**src/rtl/commit_trace_pkg.sv**
```systemverilog
// rtl/commit_trace_pkg.sv - shared record type and width helpers for the commit trace buffer
// Purpose: defines the trace record layout (pc, instr, daddr, data, rw) and its width.
// Contents: TRACE_DW, trace_rec_t, TRACE_REC_W, rec_width().
package commit_trace_pkg;

    localparam int TRACE_DW = 32;

    typedef struct packed {
        logic [TRACE_DW-1:0] pc;
        logic [TRACE_DW-1:0] instr;
        logic [TRACE_DW-1:0] daddr;
        logic [TRACE_DW-1:0] data;
        logic                rw;
    } trace_rec_t;

    localparam int TRACE_REC_W = $bits(trace_rec_t);

    // Flat record width for an arbitrary field width, same field order as trace_rec_t.
    function automatic int rec_width(input int dw);
        return 4 * dw + 1;
    endfunction

endpackage

```
**src/rtl/trace_fifo_mem.sv**
```systemverilog
// rtl/trace_fifo_mem.sv - simple dual-port register array for trace records
// Purpose: DEPTH x WIDTH storage, synchronous write, combinational read.
// Ports: i_clk clock; i_we/i_waddr/i_wdata write port; i_raddr/o_rdata read port.
module trace_fifo_mem #(
    parameter int DEPTH = 16,
    parameter int WIDTH = 129
) (
    input  logic                     i_clk,
    input  logic                     i_we,
    input  logic [$clog2(DEPTH)-1:0] i_waddr,
    input  logic [WIDTH-1:0]         i_wdata,
    input  logic [$clog2(DEPTH)-1:0] i_raddr,
    output logic [WIDTH-1:0]         o_rdata
);

    // No reset: contents are meaningless until written, and the top gates outputs.
    logic [WIDTH-1:0] r_mem [DEPTH];

    always_ff @(posedge i_clk) begin
        if (i_we) begin
            r_mem[i_waddr] <= i_wdata;
        end
    end

    assign o_rdata = r_mem[i_raddr];

endmodule

```
**src/rtl/commit_trace_buffer.sv**
```systemverilog
// rtl/commit_trace_buffer.sv - first-word-fall-through capture FIFO of retired-instruction trace records
// Purpose: records one trace record per commit, drains via valid/ready, counts dropped commits.
// Ports: CLK/RESET clock and async active-high reset; enable/clear capture control;
//        commit_valid + iaddr/idata/daddr/ddata_w/ddata_r/d_rw commit inputs;
//        trace_valid/trace_ready + trace_pc/instr/daddr/data/rw head record;
//        count occupancy, almost_full flag, overflow_cnt saturating drop counter.
module commit_trace_buffer
    import commit_trace_pkg::*;
#(
    parameter int DATA_WIDTH = 32,
    parameter int DEPTH      = 16,
    parameter int AF_MARGIN  = 2,
    parameter int OVF_WIDTH  = 16
) (
    input  logic                    CLK,
    input  logic                    RESET,
    input  logic                    enable,
    input  logic                    clear,
    input  logic                    commit_valid,
    input  logic [DATA_WIDTH-1:0]   iaddr,
    input  logic [DATA_WIDTH-1:0]   idata,
    input  logic [DATA_WIDTH-1:0]   daddr,
    input  logic [DATA_WIDTH-1:0]   ddata_w,
    input  logic [DATA_WIDTH-1:0]   ddata_r,
    input  logic                    d_rw,
    output logic                    trace_valid,
    input  logic                    trace_ready,
    output logic [DATA_WIDTH-1:0]   trace_pc,
    output logic [DATA_WIDTH-1:0]   trace_instr,
    output logic [DATA_WIDTH-1:0]   trace_daddr,
    output logic [DATA_WIDTH-1:0]   trace_data,
    output logic                    trace_rw,
    output logic [$clog2(DEPTH):0]  count,
    output logic                    almost_full,
    output logic [OVF_WIDTH-1:0]    overflow_cnt
);

    localparam int PTR_W = $clog2(DEPTH);
    localparam int CNT_W = PTR_W + 1;
    localparam int REC_W = rec_width(DATA_WIDTH);

    logic [PTR_W-1:0]     r_wptr;
    logic [PTR_W-1:0]     r_rptr;
    logic [CNT_W-1:0]     r_count;
    logic [OVF_WIDTH-1:0] r_ovf;

    logic             w_full;
    logic             w_valid;
    logic             w_commit;
    logic             w_push;
    logic             w_pop;
    logic             w_drop;
    logic [REC_W-1:0] w_wrec;
    logic [REC_W-1:0] w_rrec;

    assign w_full   = (r_count == CNT_W'(DEPTH));
    assign w_valid  = (r_count != '0);
    assign w_pop    = w_valid & trace_ready & ~clear;
    assign w_commit = commit_valid & enable & ~clear;
    // A pop in the same cycle frees the slot, so a full FIFO still accepts.
    assign w_push   = w_commit & (~w_full | w_pop);
    assign w_drop   = w_commit & w_full & ~w_pop;

    assign w_wrec = {iaddr, idata, daddr, (d_rw ? ddata_w : ddata_r), d_rw};

    trace_fifo_mem #(
        .DEPTH (DEPTH),
        .WIDTH (REC_W)
    ) u_mem (
        .i_clk   (CLK),
        .i_we    (w_push),
        .i_waddr (r_wptr),
        .i_wdata (w_wrec),
        .i_raddr (r_rptr),
        .o_rdata (w_rrec)
    );

    always_ff @(posedge CLK or posedge RESET) begin
        if (RESET) begin
            r_wptr  <= '0;
            r_rptr  <= '0;
            r_count <= '0;
            r_ovf   <= '0;
        end else if (clear) begin
            r_wptr  <= '0;
            r_rptr  <= '0;
            r_count <= '0;
            r_ovf   <= '0;
        end else begin
            if (w_push) begin
                r_wptr <= r_wptr + 1'b1;
            end
            if (w_pop) begin
                r_rptr <= r_rptr + 1'b1;
            end
            case ({w_push, w_pop})
                2'b10:   r_count <= r_count + 1'b1;
                2'b01:   r_count <= r_count - 1'b1;
                default: r_count <= r_count;
            endcase
            if (w_drop && (r_ovf != '1)) begin
                r_ovf <= r_ovf + 1'b1;
            end
        end
    end

    // Head fields are forced to zero while empty so that the post-reset outputs
    // are defined even though storage is never reset.
    assign trace_valid  = w_valid;
    assign trace_pc     = w_valid ? w_rrec[4*DATA_WIDTH:3*DATA_WIDTH+1] : '0;
    assign trace_instr  = w_valid ? w_rrec[3*DATA_WIDTH:2*DATA_WIDTH+1] : '0;
    assign trace_daddr  = w_valid ? w_rrec[2*DATA_WIDTH:DATA_WIDTH+1]   : '0;
    assign trace_data   = w_valid ? w_rrec[DATA_WIDTH:1]                : '0;
    assign trace_rw     = w_valid ? w_rrec[0]                           : 1'b0;
    assign count        = r_count;
    assign almost_full  = (r_count >= CNT_W'(DEPTH - AF_MARGIN));
    assign overflow_cnt = r_ovf;

endmodule

```
**config.mk**
```make
export PLATFORM = sky130hd
export DESIGN_NAME = commit_trace_buffer
export DESIGN_NICKNAME = d
export VERILOG_FILES = /design/src/rtl/commit_trace_pkg.sv /design/src/rtl/trace_fifo_mem.sv /design/src/rtl/commit_trace_buffer.sv
export SDC_FILE = /design/constraint.sdc
export NUM_CORES = 2
export LEC_CHECK = 0
export CORE_UTILIZATION = 60
export CTS_CLUSTER_SIZE = 40
export DETAILED_ROUTE_END_ITERATION = 10
export PLACE_DENSITY = 0.79
export SLEW_MARGIN = 20
export SYNTH_ARGS = -nofsm -noshare
export SYNTH_HDL_FRONTEND = slang
export SYNTH_SLANG_ARGS = --single-unit
```
**constraint.sdc**
```tcl
create_clock -name CLK -period 19.05 [get_ports CLK]
set_input_delay 2.8575 -clock CLK [delete_from_list [all_inputs] [get_ports CLK]]
set_output_delay 2.8575 -clock CLK [all_outputs]
set_load 0.02 [all_outputs]
```
Yosys cells after proc, flatten, opt, wreduce, memory -nomap -nowiden
Memories as Yosys holds them, arrays and structs flattened.
Cells that the tools add are included.
{"block": "totals", "memories": 1, "mem_bits_rw": 2064, "word_cells": 48, "reg_bits": 29, "inputBits": 167}
{"block": "op_classes", "eq_ne": 4, "n_reduce_logical": 6, "magnitude_cmp": 1, "bitwise_logic": 11, "addsub": 5, "muxes": 16}
{"name": "u_mem.r_mem", "words": 16, "word_bits": 129, "read_ports": 1, "rd_clocked_by_memory_dff": 0, "write_ports": 1, "line_no": "trace_fifo_mem.sv:17", "source": "logic [WIDTH-1:0] r_mem [DEPTH];"}
{"op": "$mux 32", "count": 5}
{"op": "$mux 16", "count": 2}
{"op": "$add 16x1->16 const B", "count": 1}
{"op": "$mux 4", "count": 4}
{"op": "$ne 16x16->1 const B", "count": 1}
{"op": "$pmux 5 s2", "count": 1}
{"op": "$add 4x1->4 const B", "count": 2}
{"op": "$and 1x1->1", "count": 7}
{"op": "$reduce_bool 2->1", "count": 3}
{"op": "$add 5x1->5 const B", "count": 1}
{"op": "$eq 5x5->1 const B", "count": 1}
{"op": "$ge 5x4->1 const B", "count": 1}
{"op": "$mux 5", "count": 1}
{"op": "$reduce_bool 5->1", "count": 1}
{"op": "$sub 5x1->5 const B", "count": 1}
{"op": "$mux 1", "count": 3}
{"op": "$not 1->1", "count": 3}
{"op": "$reduce_bool 3->1", "count": 1}
{"op": "$eq 2x1->1 const B", "count": 1}
{"op": "$eq 2x2->1 const B", "count": 1}
{"op": "$logic_and 1x1->1", "count": 1}
{"op": "$or 1x1->1", "count": 1}

Longest topological paths before layout
{"block": "depth", "word_depth": 8, "ltp_mapped": 10}

Cells and area by module
From an unflattened synthesis, not the netlist that was laid out.
{"block": "hier_totals", "hier_cells": 3601, "hier_area_um2": 80718.7}
{"module": "trace_fifo_mem", "instances": 1, "area_each_um2": 77754.6, "cells_each": 3241}
{"module": "commit_trace_buffer", "instances": 1, "area_each_um2": 2964.1, "cells_each": 360}

Worst setup path before layout
OpenSTA, ideal clock, no wires.
{"block": "synth_timing", "path_type": "input-to-reg", "start": "input clear", "end": "memory u_mem.r_mem[0][0], enable pin", "setup_ns": 0.932, "required_time_ns": 18.118, "stages": 3, "t_arrival_ns": 15.408, "slack_ns": 2.710, "cell_sequence": "and3b_1 > nand2_1 > nor4_1"}
{"block": "synth_between", "elab_chain_len": 6, "elab_cells_between_ends": 7, "cone_classes": "mux (2); bitwise (5)"}
{"item": "start: declaration", "line_no": "commit_trace_buffer.sv:18", "source": "input logic clear,"}
{"item": "$not 1->1 *", "line_no": "commit_trace_buffer.sv:58, commit_trace_buffer.sv:59"}
{"item": "$and 1x1->1", "line_no": "commit_trace_buffer.sv:58", "source": "assign w_pop = w_valid & trace_ready & ~clear;"}
{"item": "$or 1x1->1", "line_no": "commit_trace_buffer.sv:61", "source": "assign w_push = w_commit & (~w_full | w_pop);"}
{"item": "$and 1x1->1 *", "line_no": "commit_trace_buffer.sv:61"}
{"item": "$mux 1 *", "line_no": "trace_fifo_mem.sv:20", "source": "if (i_we) begin"}
{"item": "$mux 1 (implied by the code) *", "line_no": "trace_fifo_mem.sv:21", "source": "r_mem[i_waddr] <= i_wdata;"}
{"item": "end: declaration", "line_no": "trace_fifo_mem.sv:17"}
Mark *: on every way between the ends. The rest lies on a longest branch, timed or not.

Final worst setup path
{"block": "layout_timing", "start": "register r_rptr[0]", "end": "output trace_instr[22]"}
{"block": "layout_between", "elab_chain_len": 2}
{"item": "start: declaration", "line_no": "commit_trace_buffer.sv:43", "source": "logic [PTR_W-1:0] r_rptr;"}
{"item": "start signal: assignment", "line_no": "commit_trace_buffer.sv:94", "source": "r_rptr <= r_rptr + 1'b1;"}
{"item": "$mem_v2 16x129"}
{"item": "$mux 32", "line_no": "commit_trace_buffer.sv:111", "source": "assign trace_instr = w_valid ? w_rrec[3*DATA_WIDTH:2*DATA_WIDTH+1] : '0;"}
{"item": "end: declaration", "line_no": "commit_trace_buffer.sv:29", "source": "output logic [DATA_WIDTH-1:0] trace_instr,"}
Every way passes these cells.

==> flow_summary.json <==
{
  "synthTopCellsByCount": "edfxtp_1 (2064), mux4_2 (516), mux2i_1 (260)",
  "fillers": 7750,
  "worstPathMaxFanout": 52,
  "syn_area_mm2": 0.0799,
  "cts_num_sinks": 2093,
  "grt_overflow": 0,
  "finalMaxSlewViolations": 0,
  "via_per_inst": 6.57,
  "postCtsHoldBufs": 0,
  "power_density_mw_per_mm2": 126,
  "cts_resized": 0,
  "via_count": 37500,
  "hpwl_um": 83800,
  "path_cells": "buf_6, buf_4, buf_4, mux4_2, mux2i_1, o22ai_1, clkdlybuf4s50_1",
  "min_period_ps": 8750,
  "start_util_pct": 60.7,
  "cts_buffers": 198,
  "synth_compound_area_share_pct": 1.17,
  "synth_top_family_by_area": "multiplexers",
  "required_ps": 16190,
  "tns_ps": 0,
  "syn_avg_cell_area_um2": 23.6,
  "peakVddDrop_mv": 0.119,
  "synth-xor-area-share_pct": 0.241,
  "holdCritPathClass": "flop to flop",
  "synth_cell_types": 37,
  "power_frac_comb_pct": 23.7,
  "crit_buf_inv": 4,
  "drc": 0,
  "p_int_mw": 8.43,
  "grt_pass1_wl_um": 258000,
  "clockBufferDepth": 3,
  "timing.fmax_ghz": 0.114,
  "drt_iter0_drc": 4010,
  "cp.arrival_ps": 5890,
  "worstSetupStartpointType": "flop",
  "post_cts_buffers": 0,
  "cts_max_level": 4,
  "async_flop_share_pct": 1.39,
  "die_w_um": 367,
  "yosys.area_share.simple_pct": 0.722,
  "cpPeakStageDelay_ps": 980,
  "synth_seq_cells": 2093,
  "synth_area_leaders": "edfxtp_1 (78%), mux4_2 (15%), mux2i_1 (3.3%)",
  "synth_edf_count": 2064,
  "worstSetupStartpoint": "r_rptr[0]$_DFFE_PP0P_",
  "worstSetupPathType": "flop to primary output",
  "drive_gt1_share_pct": 23.1,
  "final_area_mm2": 0.0912,
  "yosys.area_share.adder_pct": 0.125,
  "worstHoldStart": "overflow_cnt[10]$_DFFE_PP0P_",
  "syn-num-nets": 3563,
  "dr.pass1.iters": 5,
  "finalHoldViolCount": 0,
  "status": "complete, no violations",
  "synthFlopType": "edfxtp_1",
  "core_mm2": 0.132,
  "setup_violations": 0,
  "max_cap_viol_count": 0,
  "synth.top_cell.area_share_pct": 77.5,
  "rsz0062_at_grt": "no",
  "io-pin-count": 319,
  "cp_common_cell": "buf_4",
  "worstSetupEndpointType": "primary output",
  "clockRootBuffer": "clkbuf_16",
  "fin_cells": 5708,
  "cpMaxStageDelayCell": "dfrtp_4",
  "clk_latency_ps": 820,
  "synth_mux_area_share_pct": 18.3,
  "die-area_mm2": 0.135,
  "place.gp.congestion": 0.761,
  "wl_um": 177000,
  "io_buffers": 318,
  "place_inst": 5348,
  "grt_util_all_layers_pct": 26.7,
  "tritoncts": "yes",
  "seq_area_frac_synth_pct": 78.4,
  "p_leak_nw": 27.3,
  "swShare_pct": 26.8,
  "tightest_slew_ps": 1170,
  "ys.warnings.count": 0,
  "timing.rr.start": "count[4]$_DFFE_PP0P_",
  "placed_area_mm2": 0.0852,
  "postRouteAntennaNets": 0,
  "crit_family": "buffers and inverters",
  "fin_nets": 3968,
  "synthCells": 3388,
  "area_growth_pct": 14.1,
  "p_switching_mw": 3.09,
  "grt_pass1_vias": 38800,
  "die_height_um": 367,
  "antenna_found_initial": 19,
  "pwr-share-seq_pct": 44.6,
  "finalCritPeriodShare_pct": 45.9,
  "rows": 133,
  "clk_pin_slew_ps": 60,
  "wl_per_cell_um": 31.1,
  "skew_ps": 28.8,
  "pwr-share-clk_pct": 31.7,
  "synth_top_area_cell": "edfxtp_1",
  "post-synth-top-count-cell": "edfxtp_1",
  "grt_start_max_net_pins": 145,
  "slew_headroom_pct": 22.1
}
path summary, 6_finish.rpt:
| path | endpoint | slack (ps) | cells after the start |
|---|---|---|---|
| max in group asynchronous | r_rptr[2]$_DFFE_PP0P_ | 16260 | 3 |
| hold reg to reg | overflow_cnt[10]$_DFFE_PP0P_ | 590 | 2 |
| hold / removal | overflow_cnt[10]$_DFFE_PP0P_ | 590 | 2 |
| setup reg to reg | u_mem.r_mem[7][17]$_DFFE_PP_ | 14070 | 7 |
| min in group asynchronous | overflow_cnt[15]$_DFFE_PP0P_ | 2430 | 3 |
| setup / recovery | trace_instr[22] | 10300 | 7 |
cell families after synthesis:
logic type / Yosys count
AOI/OAI and AO/OA: 150
buffers and inverters: 195
muxes: 809
and+or+nand+nor: 111
DFF: 2093
xor gates and xnor gates: 22
adders and majority gates: 8
cell type report:
| type | count | area [µm²] | area share, % |
|---|---|---|---|
| Sequential cell | 2093 | 62700 | 68.8 |
| Multi-Input combinational cell | 1100 | 16500 | 18.1 |
| Clock buffer | 255 | 5230 | 5.74 |
| Timing Repair Buffer | 391 | 3780 | 4.14 |
| Tap cell | 1755 | 2200 | 2.41 |
| Clock inverter | 99 | 716 | 0.785 |
| Inverter | 9 | 33.8 | 0.0370 |
| Antenna cell | 6 | 15.0 | 0.0165 |
tightest hold or removal path: stages (launching register included):
cell     delay [ps]
dfrtp_1         390
xnor2_1         130
nor2_1           40
power groups by stage:
stage               logic [mW]  clock network [mW]  registers [mW]
global route              2.89                3.87            5.15
finish                    2.73                3.65            5.14
global placement          2.72                   0            5.24
floorplan                 1.85                   0            5.21
detailed placement        2.74                   0            5.24
CTS                       2.77                3.70            5.14
layout by cell type (no fill, tap or decap), types with 19 or more instances in the layout:
| cell type | netlist | routed |
|---|---|---|
| clkdlybuf4s50_1 | 0 | 317 |
| mux2_2 | 33 | 33 |
| clkinv_1 | 0 | 37 |
| o22ai_1 | 129 | 129 |
| clkbuf_1 | 82 | 54 |
| buf_4 | 1 | 68 |
| mux4_2 | 516 | 516 |
| dfrtp_1 | 29 | 26 |
| edfxtp_1 | 2064 | 2064 |
| nor2_1 | 28 | 24 |
| clkbuf_16 | 0 | 201 |
| nand2_1 | 20 | 19 |
| mux2i_1 | 260 | 260 |
| clkinv_2 | 0 | 40 |
layer usage:
layer	share of wire, %	global-route usage, %	up-vias
met1	38	35.9	19900
met3	8.7	5.86	320
met4	2.9	9.16	24
met2	51	43.8	1923
met5	0.090	0	-
li1	-	-	15300
per-stage QoR:
step	util [%]	power [mW]	worst slack, ps	hold WS [ps]
global placement	64.7	7.96	10750	567
CTS	69.2	11.6	9780	596
finish	69.2	11.5	10300	593
global route	69.2	11.9	9730	623
detailed placement	64.7	7.99	10720	578
floorplan	-	7.05	2710	533
registers in the layout, indices dropped and copies added (netlist names):
| register | flops |
|---|---|
| u_mem.r_mem | 2064 |
| r_wptr | 4 |
| overflow_cnt | 16 |
| r_rptr | 4 |
| count | 5 |
(Power assumes the default switching activity.)
